**config.mk**
```make
export PLATFORM = sky130hd
export DESIGN_NAME = caravel_wb_router
export DESIGN_NICKNAME = d
export VERILOG_FILES = /design/src/rtl/caravel_wb_pkg.sv /design/src/rtl/wb_timeout_counter.sv /design/src/rtl/caravel_wb_router.sv
export SDC_FILE = /design/constraint.sdc
export NUM_CORES = 1
export LEC_CHECK = 0
export CAP_MARGIN = 0
export CORE_AREA = 2 2 124 126
export DETAILED_ROUTE_END_ITERATION = 6
export DIE_AREA = 0 0 126 128
export HOLD_SLACK_MARGIN = 0.1
export PLACE_DENSITY = 0.79
export SLEW_MARGIN = 0
export SYNTH_ARGS = -nofsm -noshare
export SYNTH_HDL_FRONTEND = slang
export SYNTH_HIERARCHICAL = 1
export SYNTH_SLANG_ARGS = --single-unit
```
**constraint.sdc**
```tcl
create_clock -name wb_clk_i -period 2.5 [get_ports wb_clk_i]
set_input_delay 0.5 -clock wb_clk_i [delete_from_list [all_inputs] [get_ports wb_clk_i]]
set_output_delay 0.5 -clock wb_clk_i [all_outputs]
set_load 0.1 [all_outputs]
```
**src/rtl/caravel_wb_pkg.sv**
```systemverilog
// caravel_wb_pkg: shared FSM state encoding, error cause codes and user-space default for the Caravel Wishbone router
package caravel_wb_pkg;
  localparam logic [1:0] S_IDLE = 2'd0;
  localparam logic [1:0] S_REQ  = 2'd1;
  localparam logic [1:0] S_WAIT = 2'd2;
  localparam logic [1:0] S_RESP = 2'd3;
  localparam logic [1:0] CAUSE_NONE     = 2'd0;
  localparam logic [1:0] CAUSE_TARGET   = 2'd1;
  localparam logic [1:0] CAUSE_UNMAPPED = 2'd2;
  localparam logic [1:0] CAUSE_TIMEOUT  = 2'd3;
  localparam logic [3:0] USER_SPACE_DEFAULT = 4'h3;
endpackage

```
**src/rtl/wb_timeout_counter.sv**
```systemverilog
// wb_timeout_counter: saturating cycle counter (wb_clk_i, wb_rst_i, clr, en in; expired out when LIMIT reached)
module wb_timeout_counter import caravel_wb_pkg::*; #(
  parameter int LIMIT = 255
) (
  input  logic wb_clk_i,
  input  logic wb_rst_i,
  input  logic clr,
  input  logic en,
  output logic expired
);
  localparam int CW = $clog2(LIMIT + 1);
  logic [CW-1:0] cnt;
  assign expired = cnt == CW'(LIMIT);
  always_ff @(posedge wb_clk_i) begin
    if (wb_rst_i || clr) cnt <= '0;
    else if (en && !expired) cnt <= cnt + 1'b1;
  end
endmodule

```
**src/rtl/caravel_wb_router.sv**
```systemverilog
// caravel_wb_router: Caravel classic slave (wbs_*) to NUM_TARGETS pipelined targets (m_wb_*), with error/timeout completion and sticky IRQ (err_*)
module caravel_wb_router import caravel_wb_pkg::*; #(
  parameter int          NUM_TARGETS        = 4,
  parameter logic [3:0]  USER_SPACE_ADDRESS = USER_SPACE_DEFAULT,
  parameter int          TARGET_ADDR_W      = 24,
  parameter int          TIMEOUT_CYCLES     = 255,
  parameter logic [31:0] ERROR_DATA         = 32'hFFFF_FFFF
) (
  input  logic                       wb_clk_i,
  input  logic                       wb_rst_i,
  input  logic                       wbs_cyc_i,
  input  logic                       wbs_stb_i,
  input  logic                       wbs_we_i,
  input  logic [3:0]                 wbs_sel_i,
  input  logic [31:0]                wbs_adr_i,
  input  logic [31:0]                wbs_data_i,
  output logic                       wbs_ack_o,
  output logic [31:0]                wbs_data_o,
  output logic [NUM_TARGETS-1:0]     m_wb_cyc_o,
  output logic [NUM_TARGETS-1:0]     m_wb_stb_o,
  output logic                       m_wb_we_o,
  output logic [3:0]                 m_wb_sel_o,
  output logic [TARGET_ADDR_W-1:0]   m_wb_adr_o,
  output logic [31:0]                m_wb_data_o,
  input  logic [NUM_TARGETS-1:0]     m_wb_ack_i,
  input  logic [NUM_TARGETS-1:0]     m_wb_stall_i,
  input  logic [NUM_TARGETS-1:0]     m_wb_error_i,
  input  logic [32*NUM_TARGETS-1:0]  m_wb_data_i,
  output logic                       err_irq_o,
  input  logic                       err_clear_i,
  output logic [1:0]                 err_cause_o
);
  localparam logic [NUM_TARGETS-1:0] ONE = NUM_TARGETS'(1);
  logic [1:0] state, nxt, cause;
  logic [3:0] tgt;
  logic [NUM_TARGETS-1:0] oh;
  logic busy, req, hit, ack_t, err_t, stall_t, expired, done_ok, done_err;
  logic [31:0] rdata;
  wb_timeout_counter #(.LIMIT(TIMEOUT_CYCLES)) u_tmo (
    .wb_clk_i(wb_clk_i),
    .wb_rst_i(wb_rst_i),
    .clr(state == S_IDLE),
    .en(busy),
    .expired(expired)
  );
  always_comb begin
    oh = ONE << tgt;
    busy = state == S_REQ || state == S_WAIT;
    req = state == S_IDLE && wbs_cyc_i && wbs_stb_i;
    hit = wbs_adr_i[31:28] == USER_SPACE_ADDRESS && {1'b0, wbs_adr_i[27:24]} < 5'(NUM_TARGETS);
    ack_t = |(m_wb_ack_i & oh);
    err_t = |(m_wb_error_i & oh);
    stall_t = |(m_wb_stall_i & oh);
    done_err = (req && !hit) || (busy && wbs_cyc_i && (err_t || (!ack_t && expired)));
    done_ok = busy && wbs_cyc_i && ack_t && !err_t;
    cause = req ? CAUSE_UNMAPPED : err_t ? CAUSE_TARGET : CAUSE_TIMEOUT;
    nxt = state == S_RESP ? S_IDLE :
          req ? (hit ? S_REQ : S_RESP) :
          (!busy || !wbs_cyc_i) ? S_IDLE :
          (done_ok || done_err) ? S_RESP :
          (state == S_REQ && !stall_t) ? S_WAIT : state;
    rdata = '0;
    for (int k = 0; k < NUM_TARGETS; k++)
      if (tgt == 4'(k)) rdata = m_wb_data_i[32*k +: 32];
  end
  assign m_wb_cyc_o = busy ? oh : '0;
  assign m_wb_stb_o = state == S_REQ ? oh : '0;
  always_ff @(posedge wb_clk_i) begin
    if (wb_rst_i) begin
      state <= S_IDLE;
      tgt <= '0;
      m_wb_we_o <= 1'b0;
      m_wb_sel_o <= '0;
      m_wb_adr_o <= '0;
      m_wb_data_o <= '0;
      wbs_ack_o <= 1'b0;
      wbs_data_o <= '0;
      err_irq_o <= 1'b0;
      err_cause_o <= CAUSE_NONE;
    end else begin
      state <= nxt;
      wbs_ack_o <= done_ok || done_err;
      err_irq_o <= done_err || (err_irq_o && !err_clear_i);
      if (req && hit) begin
        tgt <= wbs_adr_i[27:24];
        m_wb_we_o <= wbs_we_i;
        m_wb_sel_o <= wbs_sel_i;
        m_wb_adr_o <= wbs_adr_i[TARGET_ADDR_W-1:0];
        m_wb_data_o <= wbs_data_i;
      end
      if (done_err) begin
        wbs_data_o <= ERROR_DATA;
        err_cause_o <= cause;
      end else if (done_ok) wbs_data_o <= rdata;
    end
  end
endmodule

```
; ---- Word-level counts from Yosys, hierarchy flattened
; Index checks and enable logic that the tools add are counted.
[totals]
wordCells = 76
register_bits = 111
in_bits = 214
out_inout_bits = 105
[op_classes]
add_sub_neg = 1
n_shift = 1
eq_ne = 8
n_mux = 15
n_lt_le_gt_ge = 1
n_reduce_logical = 36
bitwise = 3
[ops]
columns = cell, n
row1 = two-way mux 32 bit, 6
row2 = two-way mux 2 bit, 7
row3 = logical AND 1 bit, 13
row4 = bitwise AND 4 bit, 3
row5 = "equality test 4 x 2 -> 1 bit, second input constant", 3
row6 = OR reduction 4 bit, 3
row7 = "adder 8 x 1 -> 8 bit, second input constant", 1
row8 = "equality test 8 bit, second input constant", 1
row9 = zero test 1 bit, 8
row10 = two-way mux 4 bit, 2
row11 = logical OR 1 bit, 7
row12 = "equality test 2 bit, second input constant", 2
row13 = "equality test 4 x 1 -> 1 bit, second input constant", 1
row14 = zero test 4 bit, 1
row15 = "< comparator 4 x 3 -> 1 bit, second input constant", 1
row16 = nonzero test 4 bit, 1
row17 = "<< shifter 1 x 4 -> 4 bit, first input constant", 1
row18 = "equality test 2 x 1 -> 1 bit, second input constant", 1
row19 = zero test 2 bit, 1
row20 = nonzero test 2 bit, 1
row21 = OR reduction 2 bit, 1

; ---- Logic depth before layout (Yosys ltp)
[depth]
word_depth = 12
mapped_depth = 9
depth_no_buf = 7

; ---- Cells and area by module
; The synthesis kept the hierarchy.
[by_module_without_submodules]
columns = module, cells_each, instances, area_per_inst_um2, seq_area_each_um2
row1 = caravel_wb_router, 494, 1, 4657.0, 2062.0
row2 = wb_timeout_counter, 49, 1, 425.4, 160.2

; ---- Worst setup path before layout
; OpenSTA, ideal clock, no wires.
[synth_timing]
kind = flip-flop to output port
from = register tgt[1]
to = output port m_wb_cyc_o[0]
path_stages_with_launch = 5
required_time_ps = 2000
t_arrival_ps = 3343
setup_slack_ps = -1343
n_path_buf = 2
cell_sequence = dfxtp_1 buf_2 buf_1 or3_1 nor3b_1
[synth_between]
elab_chain_len = 2
[synth_rtl]
columns = item, line
row1 = start: declaration, caravel_wb_router.sv:35  ; logic [3:0] tgt;
row2 = start signal: assignment, caravel_wb_router.sv:85  ; tgt <= wbs_adr_i[27:24];
row3 = << shifter 1 x 4 -> 4 bit, caravel_wb_router.sv:47  ; oh = ONE << tgt;
row4 = two-way mux 4 bit, caravel_wb_router.sv:66  ; assign m_wb_cyc_o = busy ? oh : '0;
row5 = end: declaration, caravel_wb_router.sv:19  ; output logic [NUM_TARGETS-1:0] m_wb_cyc_o,
; Every way passes these cells.

; ---- Worst setup path after layout
[layout_timing]
from = register state[0]
to = output port m_wb_cyc_o[0]
[layout_between]
elab_chain_len = 3
word_cells_on_any_way = 4
cone_classes = eq/ne: 2 / mux: 1 / reduce/logical: 1
[layout_rtl]
columns = item, line
row1 = start: declaration, caravel_wb_router.sv:34  ; logic [1:0] state, nxt, cause;
row2 = start signal: assignment, caravel_wb_router.sv:81  ; state <= nxt;
row3 = equality test 2 x 1 -> 1 bit / equality test 2 bit (equally long branches), caravel_wb_router.sv:48  ; busy = state == S_REQ || state == S_WAIT;
row4 = logical OR 1 bit (*), caravel_wb_router.sv:48
row5 = net busy, caravel_wb_router.sv:37  ; logic busy, req, hit, ack_t, err_t, stall_t, expired, done_ok, done_err;
row6 = two-way mux 4 bit (*), caravel_wb_router.sv:66
; Mark *: on every way through the listed nets, which the timed path passes. The rest lies on a longest branch.

==> reports/results.md <==
| Stage | Quantity | Value |
|:---|:---|:---|
| logic synthesis | Syn avg cell area | 9.36 sq um |
| logic synthesis | Top cell type's share of synthesized area | 43.7% |
| drt | Initial DRT Pass Iterations | 5 |
| worst setup path | Type of element capturing the critical path | output pin |
| logic synthesis | Post-synth top flop | sky130_fd_sc_hd__dfxtp_1 |
| clock network | Count of H-tree levels built during CTS | 3 |
| final layout | Fraction of final layout cells with drive strength greater than 1 | 23.5% |
| drt | First DRT Iteration DRCs | 432 |
| power | Total power per unit cell area | 528 nW/um^2 |
| worst setup path | Worst Path Arrival | 1870 ps |
| placement | Total instance count after detailed placement | 1032 |
| floorplanning | Initial core utilization | 34.2% |
| worst setup path | Worst Setup Path Type | reg2out |
| final layout | Fin cells | 1048 |
| sta | Maximum clock frequency | 422 MHz |
| sta | Worst Clk Skew | 9.56 ps |
| logic synthesis | Leading cell types by total area after synthesis | sky130_fd_sc_hd__dfxtp_1 (44%), sky130_fd_sc_hd__mux4_2 (16%), sky130_fd_sc_hd__nand2_1 (12%) |
| floorplanning | Die H | 128 um |
| final layout | Number of antenna cells inserted | 0 |
| run status | Result of the run | finished, final reports clean |
| drt | Detailed route wirelength on metal2 | 9500 um |
| logic synthesis | Fraction of the yosys area taken by sequential cells | 43.7% |
| power | Leakage component of the power | 3.30 nW |
| logic synthesis | Area share of and/or/nand/nor cells after synthesis | 16.9% |
| clock network | Clk sink count | 111 |
| clock network | Clock Path Buffers | 2 |
| logic synthesis | Async set or reset register ratio after synthesis | 0% |
| logic synthesis | Unique masters post-synth | 47 |
| placement | Worst slack at placement | -211 ps |
| placement | Buffers on Ports | 318 |
| clock network | Clock slew seen by the registers of the worst setup and hold paths | 70 ps |
| logic synthesis | Multiplexer share of the synthesized area | 16.1% |
| worst setup path | Maximum net fanout on the critical path | 7 |
| clock network | Insertion delay to the later sink of the worst-skew pair | 350 ps |
| floorplanning | Number of placement rows | 45 |
| logic synthesis | Number of warnings reported in the yosys synthesis log | 6 |
| logic synthesis | Adder-cell area share of the yosys netlist | 0.985% |
| drt | M1 wire length | 7300 um |
| grt | Overflow left after global routing | 0 |
| final layout | Relative area change from synthesis to final layout | 71.6% |
| floorplanning | Core area | 14900 sq um |
| clock network | CTS tree | done |
| worst setup path | Critical Path Start Type | register |
| drt | Antenna violation net count after detailed routing | 0 |
| final layout | Final std cell area, no fill | 8720 sq um |
| logic synthesis | Count of state elements after synthesis | 111 |
| final layout | Most used cells in the layout excluding fill and tap cells | sky130_fd_sc_hd__clkdlybuf4s50_1 (212), sky130_fd_sc_hd__nand2_1 (157), sky130_fd_sc_hd__buf_4 (119) |
| logic synthesis | Compound-cell area share of the yosys netlist | 16.7% |
| logic synthesis | Post-synth design cell area | 5080 sq um |
| logic synthesis | Synthesized instance count | 543 |
| worst setup path | CP Data Required Time | 2000 ps |
| final layout | Fillers | 1302 |
| clock network | TritonCTS Buffers | 9 |
| sta | Worst Tran Pin Value | 542 ps |
| placement | Post-DP HPWL | 14500 um |
| grt | Global-route wire length before repair | 27400 um |
| drt | DRC violations left | 0 |
| clock network | Hold buffer count at CTS | 0 |
| logic synthesis | Number of flops mapped to enable cells by yosys | 0 |
| final layout | Total number of nets in the final design | 1073 |
| logic synthesis | Post-synthesis cell type with the largest combined area | sky130_fd_sc_hd__dfxtp_1 |
| hold path | Type of the tightest min-delay check | reg2reg |
| drt | Via count | 5255 |
| sta | Number of endpoints failing setup at the final stage | 0 |
| drt | Wire length reported by the detailed router | 18300 um |
| sta | Final period util | 94.9% |
| drt | Wire length per cell after detailed routing | 17.5 um |
| sta | Setup WS post-layout | 128 ps |
| drt | Amount of wire on met3 after detailed routing | 1240 um |
| placement | Placer Congestion | 0.850 |
| clock network | CTS Root Cell | sky130_fd_sc_hd__clkbuf_16 |
| grt | Number of global-route vias before repair | 5054 |
| final layout | Most common library cell in the layout ignoring fill and taps | sky130_fd_sc_hd__clkdlybuf4s50_1 |
| sta | Setup repair after global routing missed its margin | false |
| logic synthesis | Post-synthesis share of cell area spent on xor and xnor gates | 0% |
| drt | Mean number of vias per cell | 5.01 |
| job | Max-cap violations | 0 |
| grt | Initial antenna violation count | 0 |
| logic synthesis | Combinational family with the most area after synthesis | simple AND/OR/NAND/NOR gates |
| placement | Area of placed instances | 8420 sq um |
| floorplanning | Boundary pin count | 319 |
| power | Largest voltage drop on the vdd net | 0.361 mV |
| sta | Tmin final | 2370 ps |
| sta | Final Hold Violating Endpoints | 0 |
| grt | Pin count of the biggest net entering global routing | 66 |
| sta | Relative max-transition margin | 63.9% |
| sta | Setup_tns | 0 ps |
| grt | Global-route usage over all layers | 21.7% |
| sta | Number of max-slew violations in the final report | 0 |
| floorplanning | Die ar. | 16100 sq um |
| drt | Highest routing layer actually used | met4 |
| floorplanning | Horizontal extent of the die | 126 um |
| logic synthesis | Post-synth net total | 761 |
[critical path, cell delays in order (launching register included)]
cell                      delay, ps
sky130_fd_sc_hd__dfxtp_1        390
sky130_fd_sc_hd__inv_1           60
sky130_fd_sc_hd__ha_1           410
sky130_fd_sc_hd__buf_4          190
sky130_fd_sc_hd__nor3b_2        250
sky130_fd_sc_hd__buf_12         210
[registers in the layout (all words and copies together) (netlist names)]
name,count
m_wb_sel_o,4
err_cause_o,2
wbs_data_o,32
state,2
tgt,4
m_wb_data_o,32
wbs_ack_o,1
u_tmo/cnt,8
err_irq_o,1
m_wb_we_o,1
m_wb_adr_o,24
[Yosys cell counts, drive strengths merged, types with 3 or more instances]
library cell  number
and2               4
dfxtp            111
a2111oi            5
a31oi              3
nand4              3
buf               14
mux4              35
nor2              11
nor4               3
ha                 4
nor3b              6
a221oi            16
a221o             15
nand2            158
or3                5
mux2i              3
a21oi             72
inv               23
clkbuf            28
[cell families after synthesis]
logic type      count (synthesis)
compound gates                126
flops                         111
mux                            38
buf+inv                        65
simple gates                  199
fa+ha+maj                       4
[power by group]
group	total [W]	internal (W)	switching [W]
logic	0.00131	0.000534	0.000780
clock network	0.00140	0.000738	0.000662
registers	0.00189	0.00184	0.0000472
[metal layers]
| layer | vias to the layer above | GRT usage [%] |
|---|---|---|
| li1 | 2559 | - |
| met1 | 2492 | 25.4 |
| met2 | 181 | 38.7 |
| met3 | 23 | 6.55 |
| met4 | 0 | 5.82 |
| met5 | - | 0 |
[layout make-up]
type,instances,area [sq um],area share (%)
Timing Repair Buffer,343,3260,37.3
Multi-Input combinational cell,367,2630,30.1
Sequential cell,111,2220,25.5
Clock buffer,11,253,2.90
Tap cell,188,235,2.70
Inverter,23,86.3,0.990
Clock inverter,5,38.8,0.445
[path summary, 6_finish.rpt]
check / start / to / slack [ps] / depth (start not counted)
setup / recovery: state[0]$_SDFFE_PP0P_ / m_wb_cyc_o[0] / 130 / 5
hold / removal: m_wb_data_o[8]$_SDFFE_PP0P_ / m_wb_data_o[8]$_SDFFE_PP0P_ / 450 / 2
setup reg to reg: tgt[0]$_SDFFE_PP0P_ / wbs_data_o[1]$_SDFFE_PP0P_ / 210 / 5
hold reg to reg: m_wb_data_o[8]$_SDFFE_PP0P_ / m_wb_data_o[8]$_SDFFE_PP0P_ / 450 / 2
[through the flow]
stage	hold slack, ps	total power [W]	utilization (%)
global route	471	0.00477	58.7
CTS	456	0.00465	58.6
detailed placement	447	0.00325	56.7
global placement	443	0.00324	56.7
floorplan	452	0.00268	-
finish	454	0.00460	58.7
[repair_timing]
action / 4_1_cts / 5_1_grt
setup buffers: 0 / 0
gates resized for setup: 0 / 2
endpoints found under the setup margin: 0 / 3
Power figures use the tool's default switching activity.
==> variant: new RTL, config.mk and constraints unchanged <==
Change the parameter `NUM_TARGETS` from 4 to 3.
--- a/src/rtl/caravel_wb_router.sv
+++ b/src/rtl/caravel_wb_router.sv
@@ -2,3 +2,3 @@
 module caravel_wb_router import caravel_wb_pkg::*; #(
-  parameter int          NUM_TARGETS        = 4,
+  parameter int          NUM_TARGETS        = 3,
   parameter logic [3:0]  USER_SPACE_ADDRESS = USER_SPACE_DEFAULT,
Ports: changed (6 resized); port bits go from 319 to 282. The function was not compared with the original's and may differ.
==> variant against the unedited design <==
- the run now ends with DRC left
- setup slack gained 0.027 ns
- utilization shrank 2.4 points
- largest power group unchanged
- synthesized area grew 1.3%
- clock power grew 11%
- total power grew 7.9%
- cell area shrank 4.1%
- combinational power grew 15%
- sequential cell count is the same
- routed wire length shrank 6.9%
==> variant: results (changes against the unedited design) <==
* Sequential share of the synthesized area at 0.432 (-0.00553)
* Crit Path Max Fanout at 6 (-1)
* Post-DP HPWL at 12.5 mm (-14%)
* Routed vias/inst at 5.34 (+6.4%)
* Final clock-cell share at 0.0380 (+0.00456)
* Failing checks: DRC
* Worst Setup SP: tgt[1]
* Fin crit share at 0.938 (-0.0109)
* Starting DRT DRC Count at 399 (-7.6%)
* Worst Hold End: m_wb_data_o[24]
* Inverter count at 9 (-61%)
* Status: complete, but fails checks
* Drt first pass iters at 7 (+2)
* Final Non-Filler Cells at 1032 (-1.5%)
* CP top delay family: simple AND/OR/NAND/NOR gates
* DRC Markers at 1 (+1)
* Comb_multi_in at 406 (+11%)
* Port buffer count at 281 (-12%)
* Worst hold slack at 0.455 ns (+0.00104 ns)
* Placed cell area at 0.00805 mm² (-4.5%)
* Number of global-route vias before repair at 5204 (+3.0%)
* Overall Power at 4.97 mW (+7.9%)
* Bufs w/o clock at 303 (-12%)
* Peak supply drop at 0.425 mV (+18%)
* Reg area at 0.00222 mm² (-0.11%)
* Post-route clock skew at 0.00660 ns (-0.00295 ns)
* Worst-margin pin slew at 0.641 ns (+0.0995 ns)
* Worst flop-to-flop path startpoint: u_tmo/cnt[5]
* Overall routed net length at 17.0 mm (-6.9%)
* Final Util at 0.563 (-0.0238)
* First-pass GRT wire length at 26.4 mm (-3.8%)
* Max stage delay cell, worst path: dfxtp_1
* Max incr delay on CP at 0.59 ns (+0.18 ns)
* Comb power frac at 0.303 (+0.017)
* Share of post-route cells with drive strength above 1 at 0.224 (-0.0110)
-- variant: changes by cell type in the layout (fill, tap and decap cells not counted), moves of 15 or more --
cell	delta
a31o_1	+28
nand2_1	-19
o22ai_2	+29
clkdlybuf4s50_1	-35
a222oi_1	+31
a21oi_1	+28
mux4_2	-35
a221oi_1	-15
-- variant: metal layers --
metal / vias up / wire length (µm) / global-route usage
li1: 2681 / - / -
met1: 2539 / 7160 / 0.262
met2: 266 / 8140 / 0.332
met3: 22 / 1440 / 0.0534
met4: 0 / 307 / 0.0614
met5: - / 0 / 0
-- variant: logic make-up (layout without fill, tap and decap cells) --
family	count (synthesis)	after routing	synth area share
compound gates	228	228	0.343
simple gates	169	169	0.147
flops	111	111	0.432
buf+inv	65	327	0.0586
mux	5	5	0.0102
fa+ha+maj	4	4	0.00972
